<file path="config.mk">
export PLATFORM = sky130hd
export DESIGN_NAME = ex_alu_stage
export DESIGN_NICKNAME = d
export VERILOG_FILES = /design/src/rtl/ex_alu_stage.sv
export SDC_FILE = /design/constraint.sdc
export NUM_CORES = 1
export LEC_CHECK = 0
export CAP_MARGIN = 20
export CORE_MARGIN = 2
export CORE_UTILIZATION = 40
export DETAILED_ROUTE_END_ITERATION = 10
export PLACE_DENSITY_LB_ADDON = 0.25
export SYNTH_ARGS = -nofsm -noshare
export SYNTH_HDL_FRONTEND = slang
export SYNTH_SLANG_ARGS = --single-unit
</file>
<file path="constraint.sdc">
create_clock -name clk -period 2.4 [get_ports clk]
set_input_delay 0.48 -clock clk [delete_from_list [all_inputs] [get_ports clk]]
set_output_delay 0.48 -clock clk [all_outputs]
set_load 0.05 [all_outputs]
</file>
<file path="src/rtl/ex_alu_stage.sv">
// Single-entry execute stage: registers one decoded ALU op, computes the result, valid/ready to EX/MEM.
// Optional feature macro EX_OVERFLOW_TRAP_EN: signed add/sub overflow flag suppresses write-back.
module ex_alu_stage #(
  parameter int WIDTH  = 32,
  parameter int REG_AW = 5,
  parameter int CNT_W  = 16
) (
  input  logic              clk,
  input  logic              reset_n,
  input  logic              in_valid,
  output logic              in_ready,
  input  logic [3:0]        ALU_Func,
  input  logic [WIDTH-1:0]  operand_a,
  input  logic [WIDTH-1:0]  operand_b,
  input  logic [REG_AW-1:0] dest_reg_in,
  input  logic              reg_write_in,
  input  logic              flush,
  output logic              out_valid,
  input  logic              out_ready,
  output logic [WIDTH-1:0]  alu_result,
  output logic              zero,
  output logic [REG_AW-1:0] dest_reg_out,
  output logic              reg_write_out,
  output logic              illegal_func,
  output logic              overflow,
  output logic [CNT_W-1:0]  retired_cnt
);
  typedef struct packed {
    logic [WIDTH-1:0]  res;
    logic [REG_AW-1:0] rd;
    logic              wr;
    logic              ill;
    logic              ovf;
  } ex_rsp_t;

  logic             accept, handoff;
  logic [WIDTH-1:0] sum, diff;
  ex_rsp_t          rsp_d, rsp_q;

  assign in_ready = !out_valid || out_ready;
  assign accept   = in_valid && in_ready && !flush;
  assign handoff  = out_valid && out_ready;
  assign sum      = operand_a + operand_b;
  assign diff     = operand_a - operand_b;

  always_comb begin
    rsp_d     = '0;
    rsp_d.rd  = dest_reg_in;
    case (ALU_Func)
      4'b0100: begin
        rsp_d.res = sum;
`ifdef EX_OVERFLOW_TRAP_EN
        rsp_d.ovf = (operand_a[WIDTH-1] == operand_b[WIDTH-1]) &&
                    (sum[WIDTH-1] != operand_a[WIDTH-1]);
`endif
      end
      4'b1100: begin
        rsp_d.res = diff;
`ifdef EX_OVERFLOW_TRAP_EN
        // B is effectively inverted for subtraction, so operand signs must differ
        rsp_d.ovf = (operand_a[WIDTH-1] != operand_b[WIDTH-1]) &&
                    (diff[WIDTH-1] != operand_a[WIDTH-1]);
`endif
      end
      4'b0000: rsp_d.res = operand_a & operand_b;
      4'b0001: rsp_d.res = operand_a | operand_b;
      4'b0010: rsp_d.res = operand_a ^ operand_b;
      4'b0011: rsp_d.res = ~(operand_a ^ operand_b);
      4'b1101: rsp_d.res = {{(WIDTH-1){1'b0}}, ($signed(operand_a) < $signed(operand_b))};
      default: rsp_d.ill = 1'b1;
    endcase
    rsp_d.wr = reg_write_in && !rsp_d.ill && !rsp_d.ovf;
  end

  always_ff @(posedge clk or negedge reset_n) begin
    if (!reset_n) begin
      out_valid   <= 1'b0;
      rsp_q       <= '0;
      retired_cnt <= '0;
    end else begin
      if (flush)        out_valid <= 1'b0;
      else if (accept)  out_valid <= 1'b1;
      else if (handoff) out_valid <= 1'b0;
      if (accept) rsp_q <= rsp_d;
      // a flushed op is killed, never counted even if downstream was ready
      if (handoff && !flush && !(&retired_cnt))
        retired_cnt <= retired_cnt + CNT_W'(1);
    end
  end

  assign alu_result    = rsp_q.res;
  assign zero          = (rsp_q.res == '0);
  assign dest_reg_out  = rsp_q.rd;
  assign reg_write_out = rsp_q.wr;
  assign illegal_func  = rsp_q.ill;
  assign overflow      = rsp_q.ovf;
endmodule

</file>
Word-level counts from Yosys, hierarchy flattened. Cells that the tools add are included.

Memories: 0. Memory bits (writable): 0. Register bits after elaboration: 56. Input port bits: 79. Bits in latches: 0. ROM bits: 0. Output and inout bits: 59. Word-level logic and storage cells: 40.

$mul: 0. Muxes and demuxes: 5. Equality and inequality tests: 6. Div/mod/pow operators: 0. Shifts and indexed selects: 0. Bitwise operators: 4. Add/sub/neg operators: 3. Order comparisons: 1. Reduce and logical (&&, ||, !) cells: 15.

Operators by type and width (number): $pmux 32 s7 (1); $add 32x32->32 (1); $and 32x32->32 (1); $logic_not 32->1 (1); $lt 32x32->1 (1); $not 32->32 (1); $or 32x32->32 (1); $sub 32x32->32 (1); $xor 32x32->32 (1); $add 16x1->16 const B (1); $reduce_and 16->1 (1); $eq 4x2->1 const B (2); $eq 4x4->1 const B (2); $reduce_or 7->1 (1); $logic_and 1x1->1 (6); $eq 4x1->1 const B (1); $eq 4x3->1 const B (1); $logic_not 4->1 (1); $mux 1 (4); $logic_not 1->1 (3); $reduce_bool 3->1 (1); $logic_or 1x1->1 (1).

Longest topological paths before layout. Gate-level depths: netlist of run 1.

Depth after elaboration: 6. Depth in mapped cells: 12. Depth with buffers taken out: 12.

Worst setup path after synthesis of run 1. OpenSTA, ideal clock, no wires.

Path type: in2reg. Start point: input port operand_a[0]. End point: register rsp_q (netlist bit alu_result[28]). Path buffers: 0. Arrival time: 2.975 ns. Setup time: 0.126 ns. Stages: 12. Required time: 2.274 ns. Slack: -0.701 ns. Path through: inv_1 ha_1 fa_1 o21ba_2 or4_4 a211oi_2 or3_4 a21o_4 a31o_4 a21bo_1 mux2i_1 a311o_1.

Longest elaborated chain between the ends: 2. Elaborated cells on any way between the ends: 3. Those cells by class: add/sub: 2; mux: 1.

Ends and longest elaborated chain: from (decl) (line 13) `input logic [WIDTH-1:0] operand_a,`; $sub 32x32->32 or $add 32x32->32 (tied branches) (line 44, 43); $pmux 32 s7 (*) (line 49) `case (ALU_Func)`; to (signal assigned) (line 84) `if (accept) rsp_q <= rsp_d;`; to (decl) (line 38) `ex_rsp_t rsp_d, rsp_q;`.

Every way passes the cells marked *; elsewhere a longest branch is shown, timed or not. A chain may end at the register's enable or synchronous reset.

Worst setup path after layout of run 1.
Start point: input port operand_a[0]. End point: register rsp_q (netlist bit alu_result[10]).

The elaborated chain is that of the path after synthesis.

==> impl_metrics.tcl, run 1 <==
set metrics [dict create \
    status "finished, violations left" \
    violations "negative setup slack" \
    syn_area_sq_mm 0.00788 \
    clock.fmax_mhz 338 \
    power_leakage_nw 6.23 \
    p_total_mw 5.40 \
    final_area_sq_mm 0.0135 \
    syn-num-nets 1211 \
    setup_viol 24 \
    synth_fa_ha_area_share_pct 17.8 \
    tightest_slew_ns 0.555 \
    comb_power_share_pct 63.1 \
    synth_xor_area_share_pct 3.45 \
    drive_above_1_share_pct 41.9 \
    synth_ff_type "dfrtp_1" \
    placed_cell_area_sq_mm 0.0119 \
    synth_edf_count 0 \
    fin_ws_ns -0.557 \
    synth_seq_area_share_pct 17.8 \
    areaGrowthSynthToFinish_pct 71.0 \
    cts_tree "done" \
    pre_cts_slack_ns -1.33 \
    yosysWarningCount 0 \
    grt_start_max_net_pins 57 \
    timing.rr.start "retired_cnt[0]$_DFFE_PN0P_" \
    hold_buffers 0 \
    grt_pass1_wl_um 50000 \
    synth-simple-area-share_pct 16.7 \
    track_usage_pct 30.3 \
    diodes 0 \
    peakVddDrop_mv 0.279 \
    synth_top_family_by_area "compound AO/OA/AOI/OAI gates" \
    wl_met2_um 15300 \
    synth_area_per_cell_sq_um 7.72 \
    crit_path_top_delay_cell "or4_4" \
    dieArea_sq_mm 0.0208 \
    synth_compound_area_share_pct 33.2 \
    path_buf_inv 5 \
    grt_pass1_vias 9628 \
    dr.pass1.iters 6 \
    drtIter0Drc 1034 \
    routed_wl_um 33700 \
    pwr-share-clk_pct 15.0 \
    period_needed_ns 2.96 \
    slew_headroom_pct 62.9 \
    clkTransAtPathRegs_ns 0.09 \
    crit_path_start_kind "primary input" \
    cts_made_buffers 5 \
    cts_root_buf "clkbuf_16" \
    route.detailed.drc 0 \
    synthArstFlopShare_pct 100 \
    synth-seq-cells 56 \
    routed_via_density 5.92 \
    highest_layer "met4" \
    reg2reg_slack_ns 0.37 \
    gp_congestion 0.992 \
    synthDistinctLibCells 87 \
    grt_overflow 0 \
    switching_power_mw 2.39 \
    cp_slowest_stage_delay_ns 0.53 \
    finalSetupTns_ns -8.94 \
    swShare_pct 44.1 \
    reg2reg_to "retired_cnt[14]$_DFFE_PN0P_" \
    num_rows 51 \
    io_buffers 136 \
    criticalPathCategory "in -> reg" \
    synthCells 1021 \
    dp_hpwl_um 24400 \
    seqPwrFrac_pct 21.9 \
    start_util_pct 40.6 \
    crit_path_max_fanout 2 \
    path_delay_family "compound AO/OA/AOI/OAI gates" \
    slew_viol_final 0 \
    yosys-mux-area-fraction_pct 1.73 \
    antenna_found_initial 0 \
    die_y_um 144 \
    fin_crit_sh_pct 123 \
    wirelength_met1_um 13400 \
    clk_latency_ns 0.31 \
    cts.sinks 56 \
    met3_length_um 3340 \
    cts.path.max_buffers 2 \
    cap_violations 0 \
    coreArea_sq_mm 0.0194 \
    hp-class "in -> async" \
    p_int_mw 3.02 \
    crit_chain "buf_12 -> inv_12 -> ha_4 -> fa_2 -> o21ba_4 -> or4_4 -> buf_6 -> a21oi_4 -> o311ai_4 -> a21oi_2 -> buf_4 -> buf_4 -> o211ai_1 -> a31oi_1 -> a221o_1" \
    finalClockSkew_ns 0.00954 \
    worstPathArrival_ns 3.20 \
    die-width_um 144 \
    pwr_density_cell_mw_per_mm2 401 \
    nNetsFinal 1651 \
    htree_levels 2 \
    cp-end-kind "register" \
    nFillCells 1492 \
    ios 138 \
    hold_viol 0 \
    vias 10200 \
    crit_top_cell "buf_4" \
    rsz0062_at_grt "yes" \
    wire_per_inst_um 19.5 \
    cp.required_ns 2.64 \
    antenna_left 0 \
    worstRegToRegCells 7 \
]
-- routing by layer --
layer  GRT usage, %  vias to the layer above
li1               -                     4618
met1           39.8                     4797
met2           49.4                      658
met3           5.20                      148
met4           12.4                        0
met5              0                        -
-- registers in the layout, summed over array words and instances, names as in the netlist --
name           count
alu_result        32
dest_reg_out       5
illegal_func       1
out_valid          1
reg_write_out      1
retired_cnt       16
-- power groups by stage --
stage                     clock network, mW  logic (mW)  registers (mW)
after floorplan                           0        1.20            1.54
after global placement                    0        2.82            1.19
after detailed placement                  0        2.86            1.19
after CTS                             0.815        3.10            1.17
after global routing                  0.829        3.61            1.19
final                                 0.809        3.41            1.18
-- cells by family after synthesis --
| family | after synthesis |
|---|---|
| buffers and inverters | 166 |
| DFF | 56 |
| AOI/OAI and AO/OA | 374 |
| xor gates and xnor gates | 31 |
| and+or+nand+nor | 269 |
| muxes | 13 |
| adders and majority gates | 111 |
| other | 1 |
-- worst reg2reg max path: cells and delay by family (launching register included) --
kind                       cells  cell delay, ns
DFF                            1            0.43
AOI/OAI and AO/OA              1            0.29
xor gates and xnor gates       1            0.15
adders and majority gates      1            0.25
and+or+nand+nor                4            0.78
-- cells in the mapped netlist, types with 6 or more instances --
cell type / instances / area (sq um)
o21ai_0: 61 / 305
a211oi_1: 16 / 120
buf_2: 8 / 40.0
a221o_1: 16 / 160
buf_6: 9 / 101
a21oi_1: 105 / 526
clkbuf_1: 42 / 158
o211ai_1: 13 / 97.6
o21bai_1: 10 / 75.1
a21o_1: 14 / 105
o31ai_1: 7 / 52.6
a31oi_1: 12 / 75.1
and3_1: 6 / 37.5
nand2b_1: 11 / 68.8
nor2_1: 66 / 248
nand3_1: 24 / 120
dfrtp_1: 56 / 1400
a221oi_1: 16 / 140
nand2_1: 70 / 263
xnor2_1: 26 / 228
or3_1: 8 / 50.1
nor3_1: 26 / 130
mux2i_1: 8 / 80.1
o22ai_1: 6 / 37.5
inv_1: 98 / 368
nor4_1: 11 / 68.8
a22oi_1: 9 / 67.6
ha_1: 109 / 1360
nor2b_1: 9 / 56.3
o221ai_1: 19 / 166
nand4_1: 13 / 81.3
-- how the worst max path moves through the flow --
| stage | startpoint | to | slack [ns] | cells after the start |
|---|---|---|---|---|
| global placement | operand_b[7] | alu_result[21]$_DFFE_PN0P_ | -1.31 | 15 |
| global route | operand_a[0] | alu_result[10]$_DFFE_PN0P_ | -0.58 | 15 |
| floorplan | operand_a[0] | alu_result[28]$_DFFE_PN0P_ | -0.52 | 12 |
| detailed placement | operand_a[0] | alu_result[28]$_DFFE_PN0P_ | -1.33 | 14 |
| CTS | operand_a[0] | alu_result[28]$_DFFE_PN0P_ | -0.70 | 14 |
| finish | operand_a[0] | alu_result[10]$_DFFE_PN0P_ | -0.56 | 15 |
-- per-stage QoR --
step	hold WS (ns)	utilization, %	instances
final	0.165	69.4	1727
after detailed placement	0.481	61.2	1671
after CTS	0.183	65.8	1707
after global routing	0.199	69.4	1727
after floorplan	0.184	-	1021
after global placement	0.478	61.2	1671
-- final cells by class --
type | instances | area (sq um) | area share [%]
Clock inverter | 3 | 27.5 | 0.204
Tap cell | 265 | 332 | 2.46
Inverter | 99 | 400 | 2.97
Multi-Input combinational cell | 799 | 6860 | 50.9
Clock buffer | 5 | 125 | 0.929
Sequential cell | 56 | 1400 | 10.4
Timing Repair Buffer | 500 | 4330 | 32.1
-- placed cells by master, fill, tap and decap left out, types with 23 or more instances in the layout --
cell,Yosys,final
a21oi_1,105,71
a21oi_2,0,24
buf_4,4,326
buf_6,9,30
clkdlybuf4s50_1,0,86
dfrtp_1,56,56
ha_1,109,76
ha_4,0,27
inv_1,98,56
inv_2,0,36
nand2_1,70,64
nor2_1,66,61
o21ai_0,61,41
xnor2_1,26,23
-- what timing repair did --
action / in CTS / in global routing
resized for setup: 179 / 182
endpoints found under the hold margin: 0 / 0
pin swaps: 64 / 106
setup endpoints to repair: 30 / 31
setup buffers: 28 / 24
No activity file was read; power rests on OpenSTA's default activity.
==> run 2: changes to the inputs <==
PLACE_DENSITY_LB_ADDON = not set   (was 0.25)
==> run 2 against run 1 <==
The flow still finishes with violations (negative setup slack). First-iteration DRC count shrank 0.48%. Cell area grew 0.72%. Hold slack lost 0.026 ns. Power shrank 0.45%. Worst setup slack gained 0.11 ns. Critical path type unchanged.
==> impl_metrics.tcl, run 2 (same netlist as run 1, synthesis figures left out) <==
set metrics [dict create \
    status "finished, violations left" \
    violations "negative setup slack" \
    die_y_um 144 \
    dieArea_sq_mm 0.0208 \
    slew_headroom_pct 57.4 \
    rsz0062_at_grt "yes" \
    track_usage_pct 31.5 \
    switching_power_mw 2.35 \
    largest_register_ffs 32 \
    swShare_pct 43.7 \
    crit_path_max_fanout 2 \
    cp-end-kind "register" \
    final_common_cell "buf_4" \
    period_needed_ns 2.85 \
    cts_made_buffers 5 \
    hold_buffers 0 \
    diodes 0 \
    start_util_pct 40.6 \
    cts.path.max_buffers 2 \
    routed_via_density 5.73 \
    worstPathArrival_ns 3.05 \
    p_int_mw 3.03 \
    die-width_um 144 \
    areaGrowthSynthToFinish_pct 72.3 \
    hp-class "in -> async" \
    crit_path_start_kind "primary input" \
    route.detailed.drc 0 \
    p_total_mw 5.38 \
    antenna_found_initial 0 \
    nFillCells 1615 \
    clkTransAtPathRegs_ns 0.08 \
    clk_latency_ns 0.32 \
    comb_power_share_pct 62.9 \
    drtIter0Drc 1029 \
    criticalPathCategory "in -> reg" \
    nNetsFinal 1671 \
    finalClockSkew_ns 0.00881 \
    cts_tree "done" \
    grt_start_max_net_pins 24 \
    hold_viol 0 \
    num_rows 51 \
    drive_above_1_share_pct 42.4 \
    slew_viol_final 0 \
    clock.fmax_mhz 351 \
    worstRegToRegCells 9 \
    fin_crit_sh_pct 119 \
    fin_ws_ns -0.449 \
    dpl.cell_count 1688 \
    tightest_slew_ns 0.636 \
    setup_viol 25 \
    dp_hpwl_um 25700 \
    wire_per_inst_um 19.5 \
    peakVddDrop_mv 0.348 \
    routed_wl_um 34000 \
    antenna_left 0 \
    dr.pass1.iters 5 \
    cp.required_ns 2.60 \
    pwr-share-clk_pct 15.3 \
    grt_pass1_wl_um 51500 \
    htree_levels 2 \
    io_buffers 136 \
    grt_overflow 0 \
    vias 10000 \
    cap_violations 0 \
    power_leakage_nw 6.24 \
    seqPwrFrac_pct 21.9 \
    ios 138 \
    cts_root_buf "clkbuf_16" \
    gp_congestion 0.972 \
    coreArea_sq_mm 0.0194 \
    grt_pass1_vias 9849 \
    cts.sinks 56 \
    pwr_density_cell_mw_per_mm2 397 \
    post_layout_nonfiller_instances 1747 \
    layout_common_cells "348 x buf_4, 84 x clkdlybuf4s50_1, 76 x ha_1" \
]
[run 2: power by group through the flow]
stage	Sequential (mW)	Clock (mW)	Combinational (mW)
6_report	1.18	0.821	3.38
5_1_grt	1.19	0.860	3.60
3_3_place_gp	1.19	0	2.85
3_5_place_dp	1.19	0	2.88
4_1_cts	1.17	0.823	3.15
2_1_floorplan	1.54	0	1.20
[run 2: worst paths after layout]
| path | start | slack, ns | endpoint |
|---|---|---|---|
| worst max-delay path | operand_a[0] | -0.45 | alu_result[8]$_DFFE_PN0P_ |
| worst min-delay path | reset_n | 0.14 | retired_cnt[4]$_DFFE_PN0P_ |
| worst max register to register | retired_cnt[0]$_DFFE_PN0P_ | 0.38 | retired_cnt[13]$_DFFE_PN0P_ |
| worst min register to register | retired_cnt[14]$_DFFE_PN0P_ | 0.49 | retired_cnt[14]$_DFFE_PN0P_ |
| max in group asynchronous | reset_n | 1.55 | alu_result[27]$_DFFE_PN0P_ |
| min in group clk | retired_cnt[14]$_DFFE_PN0P_ | 0.49 | retired_cnt[14]$_DFFE_PN0P_ |
[run 2: what timing repair did]
item	in CTS	in global routing
resized for setup	253	124
buffers inserted	33	20
endpoints found under the setup margin	31	30
pin swaps	92	88
[run 2: metal layers]
metal / track usage (%) / share of wire, % / vias up
met3: 5.00 / 8.7 / 88
met5: 0 / 0 / -
met4: 9.66 / 3.2 / 0
met2: 52.6 / 46 / 504
met1: 41.8 / 42 / 4764
li1: - / - / 4658
[run 2: area by class of cell]
cell class | instances | area, sq um | area share, %
Inverter | 99 | 410 | 3.02
Clock inverter | 2 | 13.8 | 0.101
Sequential cell | 56 | 1400 | 10.3
Tap cell | 265 | 332 | 2.44
Multi-Input combinational cell | 799 | 6860 | 50.6
Clock buffer | 6 | 139 | 1.02
Timing Repair Buffer | 520 | 4410 | 32.5
[run 2: critical path, stage by stage]
cell      delay [ns]
buf_12          0.09
inv_12          0.03
ha_4            0.15
fa_2            0.37
o21ba_4         0.20
or4_4           0.52
buf_4           0.17
a21oi_4         0.16
nor2_1          0.07
o21ba_2         0.21
a221oi_2        0.26
nor2_1          0.08
a221oi_2        0.18
o21ai_1         0.08
[run 2: metrics by stage]
step	instance area [sq um]	util, %	setup TNS [ns]	setup slack [ns]	hold slack, ns
global placement	12000	61.8	-31.16	-1.25	0.477
finish	13600	69.9	-7.20	-0.449	0.139
floorplan	8080	-	-6.11	-0.523	0.184
detailed placement	12000	61.8	-32.74	-1.31	0.478
CTS	13100	67.3	-8.72	-0.578	0.143
global route	13600	69.9	-9.82	-0.569	0.170
==> run 3: changes to the inputs <==
CORE_MARGIN = not set   (was 2)
==> run 3 against run 2 <==
The flow still finishes with violations (negative setup slack). Power is 1.5% lower. Clock power is 3.7% lower. Critical path depth is 1 lower. Non-clock buffer count is 10 lower. Combinational power is 1% lower. Largest power group unchanged.
==> impl_metrics.tcl, run 3 (same netlist as run 1, synthesis figures left out) <==
set metrics [dict create \
    status "finished, violations left" \
    violations "negative setup slack" \
    cts_made_buffers 5 \
    register_area_sq_mm 0.00140 \
    cp-end-kind "register" \
    placed_cell_area_sq_mm 0.0121 \
    coreArea_sq_mm 0.0190 \
    fin_ws_ns -0.517 \
    cts.sinks 56 \
    areaGrowthSynthToFinish_pct 71.0 \
    die_y_um 142 \
    grt_overflow 0 \
    post_layout_nonfiller_instances 1731 \
    grt_start_max_net_pins 57 \
    cap_violations 0 \
    period_needed_ns 2.92 \
    largest_register_ffs 32 \
    track_usage_pct 32.2 \
    crit_path_start_kind "primary input" \
    dieArea_sq_mm 0.0203 \
    cts_tree "done" \
    pre_cts_slack_ns -1.34 \
    hp-class "in -> async" \
    hold_buffers 0 \
    start_util_pct 41.4 \
    num_rows 50 \
    finalClockSkew_ns 0.00484 \
    slew_viol_final 0 \
    dpl.cell_count 1693 \
    fin_util_pct 70.8 \
    cts.path.max_buffers 2 \
    crit_path_max_fanout 3 \
    gp_congestion 0.989 \
    multi_input_area_sq_mm 0.00690 \
    grt_pass1_wl_um 50800 \
    power_leakage_nw 6.19 \
    tightest_slew_ns 0.768 \
    final_common_cell "buf_4" \
    dr.pass1.iters 6 \
    grt_pass1_vias 9502 \
    fin_crit_sh_pct 122 \
    hold_viol 0 \
    diodes 0 \
    route.detailed.drc 0 \
    final_area_sq_mm 0.0135 \
    criticalPathCategory "in -> reg" \
    dp_hpwl_um 25500 \
    antenna_left 0 \
    drtIter0Drc 876 \
    clkTransAtPathRegs_ns 0.08 \
    nNetsFinal 1661 \
    worstPathArrival_ns 3.11 \
    finalSetupTns_ns -8.78 \
    nFillCells 1602 \
    ios 138 \
    peakVddDrop_mv 0.321 \
    drive_above_1_share_pct 41.7 \
    antenna_found_initial 0 \
    clock.fmax_mhz 343 \
    clk_latency_ns 0.31 \
    slew_headroom_pct 48.8 \
    vias 9928 \
    cts_root_buf "clkbuf_16" \
    p_total_mw 5.30 \
    setup_viol 26 \
    rsz0062_at_grt "yes" \
    routed_wl_um 33000 \
    die-width_um 142 \
    routed_via_density 5.74 \
    whs_ns 0.334 \
    htree_levels 2 \
    wire_per_inst_um 19.1 \
    pwr_density_cell_mw_per_mm2 394 \
    cp.required_ns 2.59 \
    layout_common_cells "348 x buf_4, 84 x clkdlybuf4s50_1, 76 x ha_1" \
    io_buffers 136 \
]
[run 3: changes by cell type in the layout (fill, tap and decap cells not counted), sizes merged]
| cell | delta |
|---|---|
| buf | -16 |
| clkbuf | +2 |
| clkdlybuf4s15 | +3 |
| dlygate4sd2 | -5 |
| dlymetal6s2s | +6 |
| inv | -1 |
[run 3: final cells by class]
type	count	area share [%]
Multi-Input combinational cell	799	51.2
Timing Repair Buffer	510	31.9
Sequential cell	56	10.4
Inverter	99	2.95
Tap cell	260	2.42
Clock buffer	6	1.03
Clock inverter	1	0.0650
[run 3: repair_timing]
action | CTS | global route
pin swaps | 68 | 86
gates resized for setup | 187 | 155
setup endpoints to repair | 29 | 30
buffers inserted | 21 | 14
[run 3: final timing paths]
check,endpoint,from,cells past startpoint,slack [ns]
max,alu_result[28]$_DFFE_PN0P_,operand_a[0],13,-0.52
min in group clk,retired_cnt[14]$_DFFE_PN0P_,retired_cnt[14]$_DFFE_PN0P_,1,0.50
max in group asynchronous,alu_result[21]$_DFFE_PN0P_,reset_n,2,1.57
min,alu_result[5]$_DFFE_PN0P_,reset_n,2,0.33
max reg2reg,retired_cnt[11]$_DFFE_PN0P_,retired_cnt[0]$_DFFE_PN0P_,9,0.37
min reg2reg,retired_cnt[14]$_DFFE_PN0P_,retired_cnt[14]$_DFFE_PN0P_,1,0.50
[run 3: worst max-delay path, cell delays in order]
cell	delay [ns]
buf_12	0.09
inv_12	0.03
ha_4	0.15
fa_2	0.36
o21ba_4	0.21
or4_4	0.52
a211oi_4	0.24
or3_4	0.19
a21o_4	0.13
a31o_4	0.18
a21bo_1	0.14
mux2i_1	0.09
a311o_1	0.28
[run 3: routing by layer]
metal,wire length (um),vias up,global-route usage [%],part of all wire (%)
met2,15000,507,52.7,45
met1,14400,4702,43.9,44
li1,-,4645,-,-
met3,2750,74,3.97,8.3
met4,824,0,9.79,2.5
met5,0,-,0,0
[run 3: report_power, final]
part,leakage [nW],switching [mW],internal [mW],total [mW]
Sequential,0.746,0.122,1.05,1.17
Combinational,5.37,1.81,1.53,3.33
Clock,0.0729,0.377,0.414,0.791
